==> src/rtl/xmod_add_responder_if.sv <==
// Request/response bundle for the A+B responder: operand request channel and tagged response
// channel, each with a valid/ready handshake.
interface xmod_add_responder_if #(
  parameter int unsigned NA    = 8,
  parameter int unsigned NOUT  = 4,
  parameter int unsigned NTAG  = 4,
  parameter int unsigned DEPTH = 2
);
  logic                       req_valid;
  logic                       req_ready;
  logic [NA-1:0]              a;
  logic [NA-1:0]              b;
  logic [NTAG-1:0]            req_tag;
  logic                       rsp_valid;
  logic                       rsp_ready;
  logic [NOUT-1:0]            xout;
  logic                       ovf;
  logic [NTAG-1:0]            rsp_tag;
  logic [$clog2(DEPTH):0]     count;

  modport master (
    output req_valid, a, b, req_tag, rsp_ready,
    input  req_ready, rsp_valid, xout, ovf, rsp_tag, count
  );

  modport slave (
    input  req_valid, a, b, req_tag, rsp_ready,
    output req_ready, rsp_valid, xout, ovf, rsp_tag, count
  );
endinterface

==> src/rtl/xmod_add_responder.sv <==
// Handshaked A+B responder: each accepted request yields a truncated sum, overflow flag and echoed
// tag, queued in an in-order circular FIFO so the caller can stall the response side.
module xmod_add_responder #(
  parameter int unsigned NA    = 8,
  parameter int unsigned NOUT  = 4,
  parameter int unsigned NTAG  = 4,
  parameter int unsigned DEPTH = 2
) (
  input  logic                 clk_i,
  input  logic                 rst_ni,
  xmod_add_responder_if.slave  bus_io
);

  localparam int unsigned PtrW = $clog2(DEPTH);
  localparam int unsigned CntW = PtrW + 1;
  localparam logic [CntW-1:0] DepthCnt = CntW'(DEPTH);

  typedef struct packed {
    logic [NOUT-1:0] xout;
    logic            ovf;
    logic [NTAG-1:0] tag;
  } entry_t;

  entry_t          mem_q [DEPTH];
  logic [PtrW-1:0] wptr_q, wptr_d;
  logic [PtrW-1:0] rptr_q, rptr_d;
  logic [CntW-1:0] count_q, count_d;

  logic            push;
  logic            pop;
  logic [NA:0]     sum;
  logic [NOUT-1:0] wr_xout;
  logic            wr_ovf;
  entry_t          wr_entry;
  entry_t          head;

  assign sum = {1'b0, bus_io.a} + {1'b0, bus_io.b};

  // A result field at least as wide as the full sum can never overflow.
  generate
    if (NOUT > NA) begin : g_wide_result
      assign wr_xout = NOUT'(sum);
      assign wr_ovf  = 1'b0;
    end else begin : g_trunc_result
      assign wr_xout = sum[NOUT-1:0];
      assign wr_ovf  = |sum[NA:NOUT];
    end
  endgenerate

  always_comb begin
    wr_entry      = '0;
    wr_entry.xout = wr_xout;
    wr_entry.ovf  = wr_ovf;
    wr_entry.tag  = bus_io.req_tag;
  end

  // Ready while full is allowed when the head leaves in the same cycle.
  assign bus_io.req_ready = (count_q < DepthCnt) | bus_io.rsp_ready;
  assign bus_io.rsp_valid = (count_q != '0);

  assign push = bus_io.req_valid & bus_io.req_ready;
  assign pop  = bus_io.rsp_valid & bus_io.rsp_ready;

  assign head           = mem_q[rptr_q];
  assign bus_io.xout    = head.xout;
  assign bus_io.ovf     = head.ovf;
  assign bus_io.rsp_tag = head.tag;
  assign bus_io.count   = count_q;

  always_comb begin
    wptr_d  = wptr_q;
    rptr_d  = rptr_q;
    count_d = count_q;
    if (push) begin
      wptr_d = wptr_q + PtrW'(1);
    end
    if (pop) begin
      rptr_d = rptr_q + PtrW'(1);
    end
    unique case ({push, pop})
      2'b10:   count_d = count_q + CntW'(1);
      2'b01:   count_d = count_q - CntW'(1);
      default: count_d = count_q;
    endcase
  end

  // Storage is cleared on reset so the head fields read zero until the first push.
  always_ff @(posedge clk_i or negedge rst_ni) begin
    if (!rst_ni) begin
      wptr_q  <= '0;
      rptr_q  <= '0;
      count_q <= '0;
      for (int i = 0; i < int'(DEPTH); i++) begin
        mem_q[i] <= '0;
      end
    end else begin
      wptr_q  <= wptr_d;
      rptr_q  <= rptr_d;
      count_q <= count_d;
      if (push) begin
        mem_q[wptr_q] <= wr_entry;
      end
    end
  end

endmodule
==> src/flat_wrapper.sv <==
// flat-port wrapper written by rule: the top's interface ports become plain ports
module xmod_add_responder_flat 
#(
  parameter int unsigned NA    = 8,
  parameter int unsigned NOUT  = 4,
  parameter int unsigned NTAG  = 4,
  parameter int unsigned DEPTH = 2
)
  (clk_i, rst_ni, bus_io_req_valid, bus_io_a, bus_io_b, bus_io_req_tag, bus_io_rsp_ready, bus_io_req_ready, bus_io_rsp_valid, bus_io_xout, bus_io_ovf, bus_io_rsp_tag, bus_io_count);
  xmod_add_responder_if #(.NA(NA), .NOUT(NOUT), .NTAG(NTAG), .DEPTH(DEPTH)) bus_io_i ();
  input  logic clk_i;
  input  logic rst_ni;
  input wire logic [$bits(bus_io_i.req_valid)-1:0] bus_io_req_valid;
  input wire logic [$bits(bus_io_i.a)-1:0] bus_io_a;
  input wire logic [$bits(bus_io_i.b)-1:0] bus_io_b;
  input wire logic [$bits(bus_io_i.req_tag)-1:0] bus_io_req_tag;
  input wire logic [$bits(bus_io_i.rsp_ready)-1:0] bus_io_rsp_ready;
  output wire logic [$bits(bus_io_i.req_ready)-1:0] bus_io_req_ready;
  output wire logic [$bits(bus_io_i.rsp_valid)-1:0] bus_io_rsp_valid;
  output wire logic [$bits(bus_io_i.xout)-1:0] bus_io_xout;
  output wire logic [$bits(bus_io_i.ovf)-1:0] bus_io_ovf;
  output wire logic [$bits(bus_io_i.rsp_tag)-1:0] bus_io_rsp_tag;
  output wire logic [$bits(bus_io_i.count)-1:0] bus_io_count;
  assign bus_io_i.req_valid = bus_io_req_valid;
  assign bus_io_i.a = bus_io_a;
  assign bus_io_i.b = bus_io_b;
  assign bus_io_i.req_tag = bus_io_req_tag;
  assign bus_io_i.rsp_ready = bus_io_rsp_ready;
  assign bus_io_req_ready = bus_io_i.req_ready;
  assign bus_io_rsp_valid = bus_io_i.rsp_valid;
  assign bus_io_xout = bus_io_i.xout;
  assign bus_io_ovf = bus_io_i.ovf;
  assign bus_io_rsp_tag = bus_io_i.rsp_tag;
  assign bus_io_count = bus_io_i.count;
  xmod_add_responder #(.NA(NA), .NOUT(NOUT), .NTAG(NTAG), .DEPTH(DEPTH)) u_core (.clk_i(clk_i), .rst_ni(rst_ni), .bus_io(bus_io_i));
endmodule
==> config.mk <==
export PLATFORM = sky130hd
export DESIGN_NAME = xmod_add_responder_flat
export DESIGN_NICKNAME = d
export VERILOG_FILES = /design/src/rtl/xmod_add_responder_if.sv /design/src/rtl/xmod_add_responder.sv /design/src/flat_wrapper.sv
export SDC_FILE = /design/constraint.sdc
export NUM_CORES = 1
export LEC_CHECK = 0
export CAP_MARGIN = 40
export CORE_MARGIN = 3
export CORE_UTILIZATION = 30
export DETAILED_ROUTE_END_ITERATION = 8
export HOLD_SLACK_MARGIN = 0.06
export SLEW_MARGIN = 10
export SYNTH_ARGS = -nofsm -noshare
export SYNTH_HDL_FRONTEND = slang
export SYNTH_SLANG_ARGS = --single-unit
export TNS_END_PERCENT = 30
==> constraint.sdc <==
create_clock -name clk_i -period 1.8 [get_ports clk_i]
set_input_delay 0.27 -clock clk_i [delete_from_list [all_inputs] [get_ports clk_i]]
set_output_delay 0.27 -clock clk_i [all_outputs]
set_load 0.03 [all_outputs]
==> results of run 1 <==
-- final cells by class --
type,instances,share of cell area (%)
clock inverter,1,1.760
clock buffer,3,2.419
multi-input combinational,76,38.20
tap,48,3.519
sequential,22,32.33
timing repair buffer,43,21.77
-- cells in the mapped netlist --
library cell | number | area (um2)
sky130_fd_sc_hd__a21oi_2 | 1 | 8.760
sky130_fd_sc_hd__nor4_4 | 1 | 21.27
sky130_fd_sc_hd__and3_1 | 2 | 12.51
sky130_fd_sc_hd__xor2_1 | 2 | 17.52
sky130_fd_sc_hd__buf_2 | 2 | 10.01
sky130_fd_sc_hd__dfrtp_1 | 22 | 550.5
sky130_fd_sc_hd__ha_1 | 9 | 112.6
sky130_fd_sc_hd__buf_6 | 1 | 11.26
sky130_fd_sc_hd__a2bb2oi_1 | 1 | 8.760
sky130_fd_sc_hd__o21ai_1 | 1 | 5.000
sky130_fd_sc_hd__mux2_1 | 1 | 11.26
sky130_fd_sc_hd__mux2_2 | 10 | 112.6
sky130_fd_sc_hd__nand2b_1 | 1 | 6.260
sky130_fd_sc_hd__fa_1 | 1 | 20.02
sky130_fd_sc_hd__nand3_1 | 2 | 10.01
sky130_fd_sc_hd__xnor2_1 | 5 | 43.79
sky130_fd_sc_hd__or2_1 | 1 | 6.260
sky130_fd_sc_hd__or4_4 | 1 | 11.26
sky130_fd_sc_hd__mux2_4 | 7 | 105.1
sky130_fd_sc_hd__a41oi_1 | 1 | 8.760
sky130_fd_sc_hd__and2_1 | 1 | 6.260
sky130_fd_sc_hd__nor2_1 | 4 | 15.01
sky130_fd_sc_hd__a21o_1 | 1 | 7.510
sky130_fd_sc_hd__a21oi_1 | 2 | 10.01
sky130_fd_sc_hd__and3b_1 | 1 | 8.760
sky130_fd_sc_hd__nand2_1 | 20 | 75.07
-- through the flow --
stage / setup TNS, ns / utilization, % / hold slack, ns / power [mW]
after floorplan: 0 / - / -0.02559 / 1.885
after global placement: -1.044 / 44.09 / 0.4537 / 2.419
after detailed placement: -1.086 / 44.09 / 0.4572 / 2.456
after CTS: 0 / 45.72 / 0.3590 / 2.833
after global routing: -0.02932 / 45.26 / 0.3809 / 2.950
final: 0 / 45.26 / 0.3494 / 2.767
-- layer usage --
layer | routed length [um] | part of all wire [%] | track usage, %
met5 | 0 | 0 | 0
met4 | 37 | 1.4 | 3.830
met3 | 103 | 3.9 | 3.043
met2 | 1366 | 52 | 20.76
met1 | 1103 | 42 | 13.55
-- where the power goes --
group	switching, mW	internal [mW]
Sequential	0.171	0.726
Clock	0.159	0.297
Combinational	0.736	0.677
Total	1.07	1.70
-- worst max-delay path, delay by kind of cell (launching register included) --
kind | cells | cell delay [ns]
multiplexers | 1 | 0.36
flip-flops | 1 | 0.50
buffers and inverters | 1 | 0.34
-- cell families (layout without fill, tap and decap cells) --
logic type	Yosys count	after routing
adder cells (fa/ha/maj)	10	10
multiplexers	18	18
XOR/XNOR	7	7
buffers and inverters	3	47
AO/OA/AOI/OAI	7	7
AND/OR/NAND/NOR	34	34
flip-flops	22	22
-- worst paths after layout --
kind                                         from                endpoint  slack, ns  depth (start not counted)
min                                        rst_ni         u_core.mem_q[4]       0.35                          2
max reg2reg                u_core.bus_io.count[1]  u_core.bus_io.count[1]       0.27                          5
min reg2reg                       u_core.mem_q[2]         u_core.mem_q[2]       0.47                          2
min in group clk_i                u_core.mem_q[2]         u_core.mem_q[2]       0.47                          2
max in group asynchronous                  rst_ni           u_core.rptr_q       1.21                          2
max                                 u_core.rptr_q          bus_io_xout[1]       0.07                          2
-- repair_timing --
action	CTS	global route
gates resized for setup	10	16
endpoints found under the setup margin	9	9
endpoints found under the hold margin	0	0
-- sequential cells by signal, summed over array words and instances (netlist names) --
register             flops
u_core.wptr_q            1
u_core.rptr_q            1
u_core.bus_io.count      2
u_core.mem_q            18
==> metrics.json, run 1 <==
{
  "global_route": {
    "global_route_wire_length_before_repair_mm": 4.491,
    "global_route.usage.total_pct": 11.67,
    "grt_overflow": 0,
    "number_of_antenna_violations_at_the_first_check_in_global_routing": 0,
    "grt_pass1_vias": 914,
    "grt_max_degree": 23
  },
  "synth": {
    "synth_fp_nets": 135,
    "count_of_different_cell_masters_after_synthesis": 26,
    "post_synth_instance_area_um2": 1216,
    "synth.area.mux_share_pct": 18.83,
    "synth_top_family_by_area": "multiplexers",
    "sequential_fraction_of_the_synthesis_area_pct": 45.27,
    "yosys_warnings": 0,
    "synth_area_in_simple_gates_pct": 14.20,
    "synth_adder_area_share_pct": 10.91,
    "syn_area_per_cell_um2": 12.04,
    "ys_seq_elements": 22,
    "synthXorXnorAreaFrac_pct": 5.041,
    "netlist_instances": 101,
    "synth_compound_area_share_pct": 4.012
  },
  "floorplanning": {
    "die_width_um": 69.67,
    "floorplan.initialDensity_pct": 32.25,
    "die_height_um": 69.67,
    "fp.dieArea_um2": 4854,
    "boundaryPins": 37,
    "design.core.area_um2": 3771,
    "placementRows": 22
  },
  "cells_and_area": {
    "post_route_cells_drive_above_1_share_pct": 28.97,
    "finish.net_count": 180,
    "mostFrequentLayoutCell": "sky130_fd_sc_hd__clkdlybuf4s50_1",
    "post-route-cell-area_um2": 1707,
    "antenna_cells": 0,
    "final.fill_count": 340,
    "multi_input_area_um2": 651.9,
    "seqCellArea_um2": 551.8,
    "finish.cell_count_without_fillers": 193,
    "layout-area-overhead-vs-synth_pct": 40.33,
    "most-common-layout-cells": "sky130_fd_sc_hd__clkdlybuf4s50_1, sky130_fd_sc_hd__dfrtp_1, sky130_fd_sc_hd__nand2_1, sky130_fd_sc_hd__mux2_2"
  },
  "sta": {
    "slew_violations": 0,
    "rsz_0062_raised_after_global_routing": "true",
    "slew_worst_pin_ns": 0.3692,
    "hold_violations": 0,
    "final_period_minus_worst_setup_slack_ns": 1.734,
    "timing.final.ws_setup_ns": 0.06557,
    "relSlewSlack_pct": 75.32,
    "finalClockSkew_ns": 0.005209,
    "finalCritPeriodShare_pct": 96.36,
    "setup-violations-final": 0,
    "max_freq_mhz": 576.6
  },
  "status": {
    "outcome": "completed"
  },
  "setup_path": {
    "worstPathRequired_ns": 1.53,
    "cp.arrival_ns": 1.46,
    "crit_fanout": 10,
    "setup.worst_path.start_class": "flop",
    "critical-path-slowest-cell": "sky130_fd_sc_hd__dfrtp_2",
    "critical_setup_path_kind": "flop to primary output",
    "endpoint_kind": "primary output",
    "crit_path_cell_trace": "mux2_2, clkdlybuf4s15_1",
    "critPathMaxStageDelay_ns": 0.50
  },
  "place": {
    "placement.setup.worst_slack_ns": -0.2146,
    "gp_routability_congestion": 0.7201,
    "placement.cell_area_um2": 1663,
    "number_of_buffers_inserted_by_port_buffering": 36,
    "dpl.cell_count": 189,
    "hpwl_after_detailed_placement_mm": 2.051
  },
  "clocking": {
    "clkTransAtPathRegs_ns": 0.08,
    "clock_tree_from_tritoncts": "built",
    "cts_root_buf": "sky130_fd_sc_hd__clkbuf_8",
    "tritoncts.num_buffers": 3,
    "post_cts_hold_buffer_count": 0,
    "cts-htree-levels": 1,
    "ctsLongestPathBuffers": 2,
    "post_cts_buffers": 0,
    "insertion_delay_ns": 0.27,
    "clock-sinks": 22
  },
  "power": {
    "power_density_nw_per_um2": 1621,
    "vdd.ir_drop.worst_mv": 0.8865,
    "cellLeakagePower_nw": 0.7807
  },
  "routing": {
    "detail_route.iter0.violations": 19,
    "detail_route.vias_per_cell": 4.523,
    "drtAntennaViolNets": 0,
    "drt-pass1-iter-count": 2,
    "remaining_drc_errors": 0,
    "route.detailed.wl_per_inst_um": 13.53,
    "route.final.wire_length_mm": 2.611,
    "vias": 873
  },
  "job": {
    "max-cap-violations": 0
  },
  "worst_hold_path": {
    "holdCritPathClass": "input pin to asynchronous set/reset pin"
  }
}
Note: power is estimated with default switching activity, not from simulation.
==> run 2: changes to the inputs <==
Settings changed: SLEW_MARGIN 10 to 20.
==> results of run 2 <==
The final DEF is identical to that of run 1; final timing and power are the same.
==> run 3: changes to the inputs <==
Settings changed: GPL_TIMING_DRIVEN set to 1.
==> results of run 3 <==
The final DEF is identical to that of run 1; final timing and power are the same.
